`config.mk`:
```
export PLATFORM = sky130hd
export DESIGN_NAME = pico_irq_arbiter
export DESIGN_NICKNAME = d
export VERILOG_FILES = /design/src/rtl/pico_irq_arbiter.sv
export SDC_FILE = /design/constraint.sdc
export NUM_CORES = 1
export LEC_CHECK = 0
export CORE_AREA = 3 3 81 45
export DETAILED_ROUTE_END_ITERATION = 6
export DIE_AREA = 0 0 84 48
export PLACE_DENSITY = 0.82
export REMOVE_ABC_BUFFERS = 1
export SETUP_SLACK_MARGIN = 0.1
export SLEW_MARGIN = 20
export SYNTH_ARGS = -nofsm -noshare
export SYNTH_HDL_FRONTEND = slang
export SYNTH_SLANG_ARGS = --single-unit
```
`constraint.sdc`:
```
create_clock -name clk -period 6.1 [get_ports clk]
set_clock_uncertainty 0.1 [all_clocks]
set_input_delay 1.22 -clock clk [delete_from_list [all_inputs] [get_ports clk]]
set_output_delay 1.22 -clock clk [all_outputs]
set_load 0.05 [all_outputs]
```
`src/rtl/pico_irq_arbiter.sv`:
```
// pico_irq_arbiter
//
// Shares the single PicoBlaze interrupt input among up to eight event
// sources. Rising edges on irq_in are latched per source into pending,
// pending sources are granted round-robin, and the grant is held until the
// processor acknowledges it and then writes an end-of-interrupt (EOI).
//
// State | Meaning
// ------+------------------------------------------------------------------
// IDLE  | no grant outstanding; arbitrate over pending & mask
// ASSERT| interrupt driven high, waiting for interrupt_ack
// SERVICE| grant taken by the ISR, waiting for the EOI write
//
// Port map (offsets from BASE_PORT):
//   +0 read : {busy, 4'b0, grant_id[2:0]}
//   +1 read : pending          +1 write : mask <= out_port
//   +2 read : ovf              +2 write : write-1-to-clear ovf
//   +3 write: EOI (data ignored)
//
// Ports:
//   clk           system clock
//   reset         synchronous, active-high reset
//   irq_in        per-source event inputs, synchronous to clk
//   port_id       processor port address
//   write_strobe  processor write qualifier
//   read_strobe   processor read qualifier (reads have no side effects)
//   out_port      processor write data
//   interrupt_ack processor acknowledge pulse
//   interrupt     interrupt request to the processor
//   rd_data       registered read data, 8'h00 when not addressed

module pico_irq_arbiter #(
    parameter int         NUM_SOURCES = 4,
    parameter logic [7:0] BASE_PORT   = 8'h20,
    parameter logic [7:0] MASK_RESET  = 8'hFF
) (
    input  logic                   clk,
    input  logic                   reset,
    input  logic [NUM_SOURCES-1:0] irq_in,
    input  logic [7:0]             port_id,
    input  logic                   write_strobe,
    input  logic                   read_strobe,
    input  logic [7:0]             out_port,
    input  logic                   interrupt_ack,
    output logic                   interrupt,
    output logic [7:0]             rd_data
);

    typedef enum logic [1:0] {
        ST_IDLE    = 2'd0,
        ST_ASSERT  = 2'd1,
        ST_SERVICE = 2'd2
    } state_t;

    localparam logic [NUM_SOURCES-1:0] SRC_ONE    = NUM_SOURCES'(1);
    localparam logic [NUM_SOURCES-1:0] MASK_INIT  = MASK_RESET[NUM_SOURCES-1:0];
    localparam logic [3:0]             NUM_SRC_W  = 4'(NUM_SOURCES);

    state_t                   state;
    logic [NUM_SOURCES-1:0]   irq_prev;
    logic [NUM_SOURCES-1:0]   pending;
    logic [NUM_SOURCES-1:0]   ovf;
    logic [NUM_SOURCES-1:0]   mask;
    logic [2:0]               rr_ptr;
    logic [2:0]               grant_id;

    // ------------------------------------------------------------------
    // Port decode
    // ------------------------------------------------------------------
    logic addr_hit;
    logic wr_mask;
    logic wr_ovf;
    logic wr_eoi;
    logic eoi_fire;
    logic busy;

    assign addr_hit = (port_id[7:2] == BASE_PORT[7:2]);
    assign wr_mask  = write_strobe && addr_hit && (port_id[1:0] == 2'd1);
    assign wr_ovf   = write_strobe && addr_hit && (port_id[1:0] == 2'd2);
    assign wr_eoi   = write_strobe && addr_hit && (port_id[1:0] == 2'd3);

    // EOI only means something once the ISR owns the grant.
    assign eoi_fire = wr_eoi && (state == ST_SERVICE);
    assign busy     = (state != ST_IDLE);

    // read_strobe carries no behaviour; upper out_port bits are unused
    // when fewer than eight sources are configured.
    logic unused_inputs;
    assign unused_inputs = ^{read_strobe, out_port};

    // ------------------------------------------------------------------
    // Edge detect, pending and overflow next-state
    // ------------------------------------------------------------------
    logic [NUM_SOURCES-1:0] edge_c;
    logic [NUM_SOURCES-1:0] clr_c;
    logic [NUM_SOURCES-1:0] ovf_set_c;
    logic [NUM_SOURCES-1:0] ovf_w1c_c;
    logic [NUM_SOURCES-1:0] pending_nxt;
    logic [NUM_SOURCES-1:0] ovf_nxt;

    assign edge_c      = irq_in & ~irq_prev;
    assign clr_c       = eoi_fire ? (SRC_ONE << grant_id) : '0;
    // An edge that lands on the same cycle as its own EOI simply re-arms
    // the source; it is not a lost event, so no overflow.
    assign ovf_set_c   = edge_c & pending & ~clr_c;
    assign ovf_w1c_c   = wr_ovf ? out_port[NUM_SOURCES-1:0] : '0;
    assign pending_nxt = (pending & ~clr_c) | edge_c;
    assign ovf_nxt     = (ovf & ~ovf_w1c_c) | ovf_set_c;

    // ------------------------------------------------------------------
    // Round-robin pick: rotate eligible down by rr_ptr, take the lowest
    // set bit, then rotate the offset back into a source index.
    // ------------------------------------------------------------------
    logic [NUM_SOURCES-1:0] eligible;
    logic [NUM_SOURCES-1:0] rot_c;
    logic [2:0]             off_c;
    logic [3:0]             sum_c;
    logic                   pick_valid;
    logic [2:0]             pick_id;
    logic [3:0]             rr_next_c;

    assign eligible = pending & mask;
    assign rot_c    = NUM_SOURCES'({eligible, eligible} >> rr_ptr);

    always_comb begin
        pick_valid = 1'b0;
        off_c      = '0;
        for (int k = NUM_SOURCES - 1; k >= 0; k--) begin
            if (rot_c[k]) begin
                pick_valid = 1'b1;
                off_c      = 3'(k);
            end
        end
        sum_c = {1'b0, rr_ptr} + {1'b0, off_c};
        if (sum_c >= NUM_SRC_W) begin
            sum_c = sum_c - NUM_SRC_W;
        end
        pick_id = sum_c[2:0];
    end

    always_comb begin
        rr_next_c = {1'b0, grant_id} + 4'd1;
        if (rr_next_c >= NUM_SRC_W) begin
            rr_next_c = '0;
        end
    end

    // ------------------------------------------------------------------
    // Source bookkeeping registers
    // ------------------------------------------------------------------
    always_ff @(posedge clk) begin
        if (reset) begin
            irq_prev <= '0;
            pending  <= '0;
            ovf      <= '0;
            mask     <= MASK_INIT;
        end else begin
            irq_prev <= irq_in;
            pending  <= pending_nxt;
            ovf      <= ovf_nxt;
            if (wr_mask) begin
                mask <= out_port[NUM_SOURCES-1:0];
            end
        end
    end

    // ------------------------------------------------------------------
    // Grant FSM
    // ------------------------------------------------------------------
    always_ff @(posedge clk) begin
        if (reset) begin
            state     <= ST_IDLE;
            interrupt <= 1'b0;
            grant_id  <= '0;
            rr_ptr    <= '0;
        end else begin
            case (state)
                ST_IDLE: begin
                    if (pick_valid) begin
                        grant_id  <= pick_id;
                        interrupt <= 1'b1;
                        state     <= ST_ASSERT;
                    end
                end
                ST_ASSERT: begin
                    // mask changes here do not revoke the grant
                    if (interrupt_ack) begin
                        interrupt <= 1'b0;
                        state     <= ST_SERVICE;
                    end
                end
                ST_SERVICE: begin
                    if (wr_eoi) begin
                        rr_ptr <= rr_next_c[2:0];
                        state  <= ST_IDLE;
                    end
                end
                default: begin
                    interrupt <= 1'b0;
                    state     <= ST_IDLE;
                end
            endcase
        end
    end

    // ------------------------------------------------------------------
    // Registered read port; zero when not addressed so it can be OR-merged
    // ------------------------------------------------------------------
    always_ff @(posedge clk) begin
        if (reset) begin
            rd_data <= 8'h00;
        end else if (addr_hit) begin
            case (port_id[1:0])
                2'd0:    rd_data <= {busy, 4'b0000, grant_id};
                2'd1:    rd_data <= 8'(pending);
                2'd2:    rd_data <= 8'(ovf);
                default: rd_data <= 8'h00;
            endcase
        end else begin
            rd_data <= 8'h00;
        end
    end

endmodule

```
==> summary.txt <==
Placement
  • Setup Slack @ Placement: 2.71 ns
  • Post-detail-place hpwl: 2.70 mm
  • IO buf count: 25
  • Routability cong.: 0.953

Routing
  • Vias per inst: 5.53
  • Drt wl/cell: 14.5 um
  • Via count: 1367
  • DRT antenna net count: 0
  • DRT Wirelength: 3.59 mm
  • TritonRoute pass-1 iters: 4
  • Initial DRC Count: 68
  • # DRC: 0

Hold path
  • Hold Path Class: reg -> reg

Floorplanning
  • Die H: 48 um
  • Core footprint: 0.00296 mm2
  • Die width: 84 um
  • Row cnt: 14
  • IO Pins: 34
  • Total die area: 0.00403 mm2
  • Starting Density: 53.5%

Power
  • Logic pwr share: 17.8%
  • Switching part of the total: 27.9%
  • LEAKAGE: 0.000702 uW
  • PwrDens: 240 mW/mm2
  • Worst vdd ir: 166 uV
  • Sequential share of power: 46.8%
  • Clk network pwr share: 35.4%
  • Sw Pwr: 129 uW
  • P_int: 334 uW

Synthesis
  • Ys flop type: dfxtp_1
  • Yosys top cell by area: dfxtp_1
  • Post-Syn Area per Cell: 8.70 um2
  • Post-synthesis cell area: 0.00158 mm2
  • Top cell type's share of synthesized area: 37.9%
  • Post-synth EDFFs: 0
  • Synth unique cells: 43
  • Ranking of synthesized cells by area: dfxtp_1 38%, mux2i_1 5.7%, ha_1 5.5%
  • Share of async-settable or async-resettable flops after synthesis: 0%
  • Register area share after synthesis: 37.9%
  • Synthesized instance count: 182
  • Flops & latches, synth: 30
  • Warnings from Yosys: 0

Timing
  • Final Hold Viols: 0
  • Post-layout min period: 3.12 ns
  • Final Worst Setup Slack: 2.98 ns
  • Final-report setup violation count: 0
  • RSZ-0062 raised after global routing: false
  • Max-slew headroom at the worst pin: 47.3%
  • Fmax: 320 MHz
  • Slew @ Worst Pin: 0.788 ns
  • Final period util: 51.2%
  • Setup TNS: 0 ns
  • Fin. max-slew vios: 0

Job
  • Maxcap violations: 0

Clock network
  • CTS root buf: clkbuf_8
  • H-tree depth: 2
  • TritonCTS clock tree: done
  • CTS buffer count: 5
  • CTS sink count: 30
  • Clock tree buffer depth: 2
  • Clock slew seen by the registers of the worst setup and hold paths: 0.07 ns
  • Post-CTS resize count: 0
  • Number of post-CTS setup repair buffers: 0
  • Post-CTS Hold Buffers: 0
  • Clk_lat worst skew: 0.28 ns

Critical path
  • CP required: 6.18 ns
  • Critical path launch point type: primary input
  • Worst setup path category: in -> reg
  • RR Endpoint: grant_id[2]$_SDFFE_PP0P_
  • Critical path launch point: reset
  • Critical R2R Launch: rr_ptr[0]$_SDFFE_PP0P_
  • Setup crit end: ovf[0]$_SDFF_PP0_
  • Crit. End Element: register
  • Max FO, Critical Path: 23
  • FF-to-FF setup slack: 3.73 ns
  • Worst Reg-to-Reg Cells: 8
  • WP data arrival: 3.20 ns

Global route
  • Gr ovfl total: 0
  • First-pass GRT wire length: 5.92 mm
  • Initial antenna violation count: 0
  • Pin count of the biggest net entering global routing: 24
  • Vias in the first global route: 1282
  • Total track usage: 19.6%

Final layout
  • Area grow syn2layout: 22.0%
  • Layout Nets: 239
  • # diodes: 0
  • Storage element area: 601 um2
  • Multi-input logic area: 888 um2
  • Layout fillers: 250
  • Share of cells above drive strength 1: 6.76%

Status
  • Status: finished, final reports clean
-- power groups by stage --
| stage | sequential, uW | clock (uW) | combinational, uW |
|---|---|---|---|
| 3_3_place_gp | 221 | 0 | 79.5 |
| 5_1_grt | 218 | 176 | 91.1 |
| 3_5_place_dp | 221 | 0 | 80.6 |
| 2_1_floorplan | 221 | 0 | 48.4 |
| 4_1_cts | 217 | 168 | 82.0 |
| 6_report | 217 | 164 | 82.3 |
-- per-layer routing --
| metal | global-route usage (%) | vias to the layer above | share of wire [%] |
|---|---|---|---|
| met3 | 5.15 | 5 | 7.2 |
| met1 | 24.7 | 622 | 48 |
| li1 | - | 695 | - |
| met4 | 7.69 | 0 | 1.1 |
| met5 | 0 | - | 0 |
| met2 | 33.3 | 45 | 43 |
-- worst max-delay path, stage by stage --
cell and delay [ns]:
clkdlybuf4s50_1 0.98, clkinv_1 0.54, nand2_1 0.18, a21oi_1 0.05, a31o_2 0.22
-- cells by family (layout without fill, tap and decap cells) --
kind of cell / Yosys count / after routing / share of synthesized area (%)
multiplexers: 9 / 9 / 5.69
flip-flops: 30 / 30 / 37.9
AO/OA/AOI/OAI: 43 / 43 / 19.0
adder cells (fa/ha/maj): 8 / 8 / 6.79
buffers and inverters: 24 / 47 / 6.48
other: 1 / 3 / 0.237
AND/OR/NAND/NOR: 67 / 67 / 23.9
-- through the flow --
step                total power, uW  std cells  util (%)  cell area [um2]  hold slack (ns)
floorplan                       270        174         -             1540            0.350
global placement                300        239      62.2             1840            0.349
detailed placement              302        239      62.2             1840            0.359
CTS                             467        247      65.3             1930            0.368
global route                    485        247      65.3             1930            0.410
finish                          464        247      65.3             1930            0.365
-- flip-flops by register name, indices dropped and copies added, names as in the netlist --
signal	count
ovf	4
pending	4
irq_prev	4
mask	4
rr_ptr	3
rd_data	5
state	2
interrupt	1
grant_id	3
-- cells in the mapped netlist, drive strengths merged (3+ instances only) --
library cell / number
nand3: 6
mux2i: 9
a211o: 4
nor2b: 7
o31ai: 6
o21ai: 6
nand3b: 5
nor3: 4
buf: 4
dfxtp: 30
inv: 13
a21oi: 10
clkbuf: 6
a31o: 3
nand2: 15
ha: 7
nand2b: 5
nor2: 15
nor4: 3
-- worst min path at each step --
stage,from,end,slack [ns],depth (start not counted)
floorplan,ovf[3]$_SDFF_PP0_,ovf[3]$_SDFF_PP0_,0.35,1
global placement,interrupt$_SDFFE_PP0P_,interrupt$_SDFFE_PP0P_,0.35,2
detailed placement,interrupt$_SDFFE_PP0P_,interrupt$_SDFFE_PP0P_,0.36,2
CTS,interrupt$_SDFFE_PP0P_,interrupt$_SDFFE_PP0P_,0.37,2
global route,interrupt$_SDFFE_PP0P_,interrupt$_SDFFE_PP0P_,0.41,2
finish,interrupt$_SDFFE_PP0P_,interrupt$_SDFFE_PP0P_,0.37,2
-- cells in the final DEF (no fill, tap or decap), types with 6 or more instances in the layout --
cell,count
clkbuf_8,6
nand3_1,6
dfxtp_1,30
nand2_1,15
nor2b_1,7
inv_1,13
o31ai_1,6
mux2i_1,9
ha_1,7
a21oi_1,10
clkdlybuf4s50_1,25
o21ai_0,6
nor2_1,15
-- area by class of cell --
class	count	share of cell area [%]
Clock buffer	7	4.47
Inverter	14	2.72
Tap cell	40	2.59
Timing Repair Buffer	25	12.9
Clock inverter	1	0.259
Multi-Input combinational cell	130	46.0
Sequential cell	30	31.1
No activity file was read; power rests on OpenSTA's default activity.
